<file path="src/rtl/dmux_stream.sv">
// 1:2^SEL_W stream demultiplexer with one holding register and optional per-packet route lock.
// Latency 1 cycle; s_ready = !full | m_ready[dest], so a stalled destination stalls the input.
module dmux_stream #(
    parameter int DATA_W   = 8,
    parameter int SEL_W    = 3,
    parameter int PKT_MODE = 1
) (
    input  logic                    clk,
    input  logic                    rst,
    input  logic [DATA_W-1:0]       s_data,
    input  logic [SEL_W-1:0]        s_sel,
    input  logic                    s_last,
    input  logic                    s_valid,
    output logic                    s_ready,
    output logic [DATA_W-1:0]       m_data,
    output logic                    m_last,
    output logic [(1<<SEL_W)-1:0]   m_valid,
    input  logic [(1<<SEL_W)-1:0]   m_ready,
    output logic                    busy,
    output logic [15:0]             beat_cnt
);

    typedef enum logic {IDLE, OPEN} lock_state_t;

    lock_state_t       state, state_nxt;
    logic              full;
    logic [SEL_W-1:0]  dest;
    logic [SEL_W-1:0]  lock_sel, lock_sel_nxt;
    logic [SEL_W-1:0]  route;
    logic              accept;
    logic              deliver;

    // Refill is allowed in the same cycle the held beat leaves.
    assign deliver = full & m_ready[dest];
    assign s_ready = ~full | m_ready[dest];
    assign accept  = s_valid & s_ready;

    // OPEN is only reachable with PKT_MODE set, so per-beat mode always uses s_sel.
    assign route = (state == OPEN) ? lock_sel : s_sel;
    assign busy  = (state == OPEN);

    always_comb begin
        state_nxt    = state;
        lock_sel_nxt = lock_sel;
        if (PKT_MODE != 0 && accept) begin
            case (state)
                IDLE: begin
                    if (!s_last) begin
                        state_nxt    = OPEN;
                        lock_sel_nxt = s_sel;
                    end
                end
                OPEN: begin
                    if (s_last) begin
                        state_nxt = IDLE;
                    end
                end
                default: state_nxt = IDLE;
            endcase
        end
    end

    always_ff @(posedge clk) begin
        if (rst) begin
            state    <= IDLE;
            lock_sel <= '0;
            full     <= 1'b0;
            m_data   <= '0;
            m_last   <= 1'b0;
            dest     <= '0;
            beat_cnt <= '0;
        end else begin
            state    <= state_nxt;
            lock_sel <= lock_sel_nxt;
            if (accept) begin
                m_data <= s_data;
                m_last <= s_last;
                dest   <= route;
                full   <= 1'b1;
            end else if (deliver) begin
                full <= 1'b0;
            end
            if (deliver) begin
                beat_cnt <= beat_cnt + 16'd1;
            end
        end
    end

    always_comb begin
        m_valid = '0;
        if (full) begin
            m_valid[dest] = 1'b1;
        end
    end

endmodule

</file>
<file path="config.mk">
export PLATFORM = sky130hd
export DESIGN_NAME = dmux_stream
export DESIGN_NICKNAME = d
export VERILOG_FILES = /design/src/rtl/dmux_stream.sv
export SDC_FILE = /design/constraint.sdc
export NUM_CORES = 1
export LEC_CHECK = 0
export ABC_AREA = 1
export CORE_AREA = 2 2 67 69
export DETAILED_ROUTE_END_ITERATION = 6
export DIE_AREA = 0 0 69 71
export GPL_TIMING_DRIVEN = 0
export PLACE_DENSITY = 0.78
export SKIP_LAST_GASP = 1
export SYNTH_ARGS = -nofsm -noshare
export SYNTH_HDL_FRONTEND = slang
export SYNTH_SLANG_ARGS = --single-unit
</file>
<file path="constraint.sdc">
create_clock -name clk -period 2.1 [get_ports clk]
set_clock_uncertainty 0.15 [all_clocks]
set_input_delay 0.525 -clock clk [delete_from_list [all_inputs] [get_ports clk]]
set_output_delay 0.525 -clock clk [all_outputs]
set_load 0.005 [all_outputs]
</file>
# ---- Yosys cells after proc, flatten, opt, wreduce, memory -nomap -nowiden
# Index checks and enable logic that the tools add are counted.
dict set report classes {
  bitwise_logic 6
  n_addsub 1
  n_div 0
  n_mux 9
  eq_ne 0
  order_cmp 2
  reduce_logical 3
  mul 0
  shift 0
}
# op n
set ops {}
lappend ops {{$add A16 B1 Y16 const B} 1}
lappend ops {{$mux W8} 1}
lappend ops {{$mux W1} 5}
lappend ops {{$lt A3 B4 Y1 const B} 1}
lappend ops {{$bmux W1 S3} 1}
lappend ops {{$demux W1 S3} 1}
lappend ops {{$ge A3 B1 Y1 const B} 1}
lappend ops {{$mux W3} 1}
lappend ops {{$not A1 Y1} 3}
lappend ops {{$reduce_and A3 Y1} 1}
lappend ops {{$and A1 B1 Y1} 2}
lappend ops {{$reduce_bool A2 Y1} 1}
lappend ops {{$logic_and A1 B1 Y1} 1}
lappend ops {{$or A1 B1 Y1} 1}
dict set report totals {
  inputBits 23
  latchBits 0
  elab_cells 28
  output_inout_bits 35
  mem_count 0
  mem_bits_ro 0
  regBits 33
  ramBits 0
}

# ---- Logic depth before layout (Yosys ltp)
dict set report logic_depth {
  depth_word 5
  depth_mapped 11
  mapped_depth_nobuf 10
}

# ---- Worst setup path after synthesis
# OpenSTA, ideal clock, no wires.
dict set report synth_timing {
  path_kind {in2out}
  start {input port m_ready[1]}
  end {output port s_ready}
  arrival_time_ns 1.239
  required_ns 1.425
  path_buffers 2
  path_stages 8
  setup_slack_ns 0.186
  path_cell_list {inv_1 > nand2_1 > nand3_2 > nand2_2 > nor2_4 > nand2_4 > buf_6 > buf_12}
}
dict set report synth_via {
  elab_chain_len 3
}
# element line
set synth_lines {}
lappend synth_lines {{start, declared} 18} ;# input logic [(1<<SEL_W)-1:0] m_ready,
lappend synth_lines {{$bmux W1 S3} 35} ;# assign s_ready = ~full | m_ready[dest];
lappend synth_lines {{$mux W1 (implied by the code)} 35}
lappend synth_lines {{$or A1 B1 Y1} 35}
lappend synth_lines {{end, declared} 14} ;# output logic s_ready,
# No other way between the ends. The select of a mux whose other input is x is not followed.

# ---- Worst setup path after layout
dict set report layout_timing {
  start {input port m_ready[0]}
  end {output port s_ready}
}
# The elaborated chain is that of the path after synthesis.

==> metrics.md <==
| Metric | Value |
|---|---|
| Status | `finished clean` |
| Hpwl dp | `3.277 mm` |
| Worst skew pair latency | `0.29 ns` |
| # port buffers | `55` |
| Pwr/cell area | `569.1 mW/mm2` |
| DP Area | `0.002491 mm2` |
| Ys async rst share | `0%` |
| Worst VDD drop | `372.6 uV` |
| Fraction of the cycle the final worst path needs | `97.67%` |
| Cells after synthesis | `277` |
| # nets final | `368` |
| Filler instances | `410` |
| Cell Count, Final, Fillers Out | `396` |
| Synth Flop Type | `dfxtp_1` |
| Slowest-stage cell, CP | `dlygate4sd2_1` |
| Mapped Area | `0.001876 mm2` |
| CTS root buf | `clkbuf_8` |
| Sequential fraction of the synthesis area | `35.22%` |
| DRT Wirelength | `4.491 mm` |
| Yosys top cell by area | `dfxtp_1` |
| Number of synthesized flops with an enable pin | `0` |
| Data required time of the worst path | `1.42 ns` |
| Via count | `1961` |
| Least-Margin Pin Slew | `0.5659 ns` |
| Area growth syn-to-layout | `40.23%` |
| Final Hold Viols | `0` |
| Post-synth top area share | `35.22%` |
| Worst-path cell chain | `dlygate4sd2_1 > inv_1 > nand2_1 > nand3_2 > nand2_2 > nor2_4 > nand2_4 > buf_6` |
| First-pass GRT wire length | `7.672 mm` |
| Top-count cell post-synth | `nand2_1` |
| Initial DRC count | `104` |
| Core area | `0.004204 mm2` |
| Die H | `71 um` |
| Row cnt | `24` |
| Grt met3 use | `4.274%` |
| Clock sink total | `33` |
| Num CTS Buffers | `5` |
| Main area contributors after synthesis | `dfxtp_1, nand2_1, inv_1` |
| Crit path launch type | `primary input` |
| Initial antenna violation count | `0` |
| Via/cell ratio | `4.952` |
| Crit path max fanout | `3` |
| Fin crit period | `2.051 ns` |
| Largest net degree at the start of global routing | `11` |
| ANT nets after route | `0` |
| Total track usage | `18.98%` |
| Slew HR | `62.27%` |
| WP data arrival | `1.38 ns` |
| Global routing usage on met1 | `21.80%` |
| Mapped Avg Cell Area | `6.771 um2` |
| DRT Pass-1 Iters | `4` |
| CP Class | `in -> out` |
| Routed WL per cell | `11.34 um` |
| Post-synth cell types | `27` |
| Die X | `69 um` |
| Grt peak-use layer | `met2` |
| Setup violations, final | `0` |
| DRC viols | `0` |
| Grt met2 use | `34.29%` |
| Max incr delay on CP | `0.24 ns` |
| Layout cell share with drive strength beyond 1 | `15.12%` |
| FF+latch count, synth | `33` |
| Initial core utilization | `44.61%` |
| RD Place Congestion | `0.9036` |
| Die Area | `0.004899 mm2` |
| Worst Hold Class | `reg -> reg` |
| Final TNS setup | `0 ns` |
| Most frequent cells after synthesis | `nand2_1, inv_1, dfxtp_1, nor2_1, a21oi_1` |
| Fmax | `487.6 MHz` |
| Leak | `1.111 nW` |
| # diodes | `0` |
| Cell area after layout | `0.002630 mm2` |
| CP endpoint kind | `output port` |
| Syn nets | `301` |
| CTS clk-pin slew, worst paths | `0.06 ns` |
| Count of warnings emitted by yosys | `0` |
| Vias in the first global route | `1849` |
| Deepest clock path buffer count | `2` |
| Max-slew violation count | `0` |
| Placed Cells | `384` |
| Ports | `58` |
| CTS H-tree lvls | `2` |
| CP top delay family | `simple AND/OR/NAND/NOR gates` |
| Crit path buf inv count | `3` |
| Remaining Overflow, GRT | `0` |
| Max Cap Violations | `0` |
| CTS tree | `built` |
-- cells by family (layout without fill, tap and decap cells) --
| family | after synthesis | in the layout | share of synthesized area (%) |
|---|---|---|---|
| simple gates | 148 | 148 | 36.62 |
| compound gates | 39 | 39 | 12.21 |
| xor+xnor | 8 | 8 | 3.736 |
| buf+inv | 48 | 115 | 11.54 |
| flops | 33 | 33 | 35.22 |
| fa+ha+maj | 1 | 1 | 0.6670 |
-- worst min-delay path: cells and delay by family, from the launching register on --
family	cells	cell delay, ns
compound gates	1	0.05
simple gates	1	0.07
flops	1	0.31
-- area by class of cell --
class                   instances  area [um2]  share of cell area, %
plain buffers                   9       46.29                  1.760
clock buffers                   7       86.33                  3.283
inverters                      37       141.4                  5.376
multi-input cells             196        1018                  38.73
flip-flops and latches         33       675.6                  25.69
well taps                      52       65.06                  2.474
repair buffers                 62       596.8                  22.69
-- registers in the layout, indices dropped and copies added, names as in the netlist --
register,cells
lock_sel,3
dest,3
busy,1
m_data,8
beat_cnt,16
m_last,1
full,1
-- cell usage in the layout (no fill, tap or decap), drive strengths merged --
| cell type | count |
|---|---|
| dfxtp | 33 |
| o21ai | 7 |
| nand2 | 77 |
| dlymetal6s2s | 2 |
| dlygate4sd2 | 10 |
| xor2 | 6 |
| nand3b | 2 |
| nand3 | 23 |
| inv | 36 |
| xnor2 | 2 |
| clkinv | 1 |
| ha | 1 |
| nor3 | 6 |
| nor2 | 35 |
| buf | 14 |
| a21oi | 32 |
| clkbuf | 10 |
| clkdlybuf4s15 | 3 |
| clkdlybuf4s50 | 39 |
| nand4 | 5 |
-- worst paths after layout --
check                           cells after the start      endpoint  slack [ns]  startpoint
worst max register to register                     10  beat_cnt[12]        0.26     dest[2]
worst min register to register                      2     m_data[7]        0.32   m_data[7]
worst min-delay path                                2     m_data[7]        0.32   m_data[7]
worst max-delay path                                8       s_ready        0.05  m_ready[0]
-- metrics by stage --
step           setup slack [ns]  total power, W  utilization (%)  hold slack [ns]
4_1_cts                -0.05592        0.001507            62.32           0.3179
2_1_floorplan            0.1861       0.0008829                -           0.3056
6_report                0.04894        0.001497            62.56           0.3156
3_5_place_dp            -0.7544        0.001009            59.26           0.3053
3_3_place_gp            -0.7501        0.001005            59.26           0.3024
5_1_grt               -0.001518        0.001562            62.56           0.3358
-- what timing repair did --
item	in CTS	in global routing
setup buffers	6	1
hold endpoints to repair	0	0
resized for setup	30	8
pin swaps	7	4
endpoints found under the setup margin	9	4
hold buffers	0	0
-- per-layer routing --
| metal | vias up | routed length, um |
|---|---|---|
| met5 | - | 0 |
| met4 | 0 | 67 |
| met3 | 7 | 245 |
| met2 | 55 | 2266 |
| met1 | 895 | 1912 |
| li1 | 1004 | - |
-- report_power, final --
| part | switching, W | total, W | leakage [nW] | internal [W] |
|---|---|---|---|---|
| clock network | 0.000228 | 0.000488 | 0.0443 | 0.000260 |
| logic | 0.000163 | 0.000319 | 0.795 | 0.000157 |
| registers | 0.0000315 | 0.000689 | 0.272 | 0.000658 |
| total | 0.000422 | 0.00150 | 1.11 | 0.00107 |
Power figures use the tool's default switching activity.
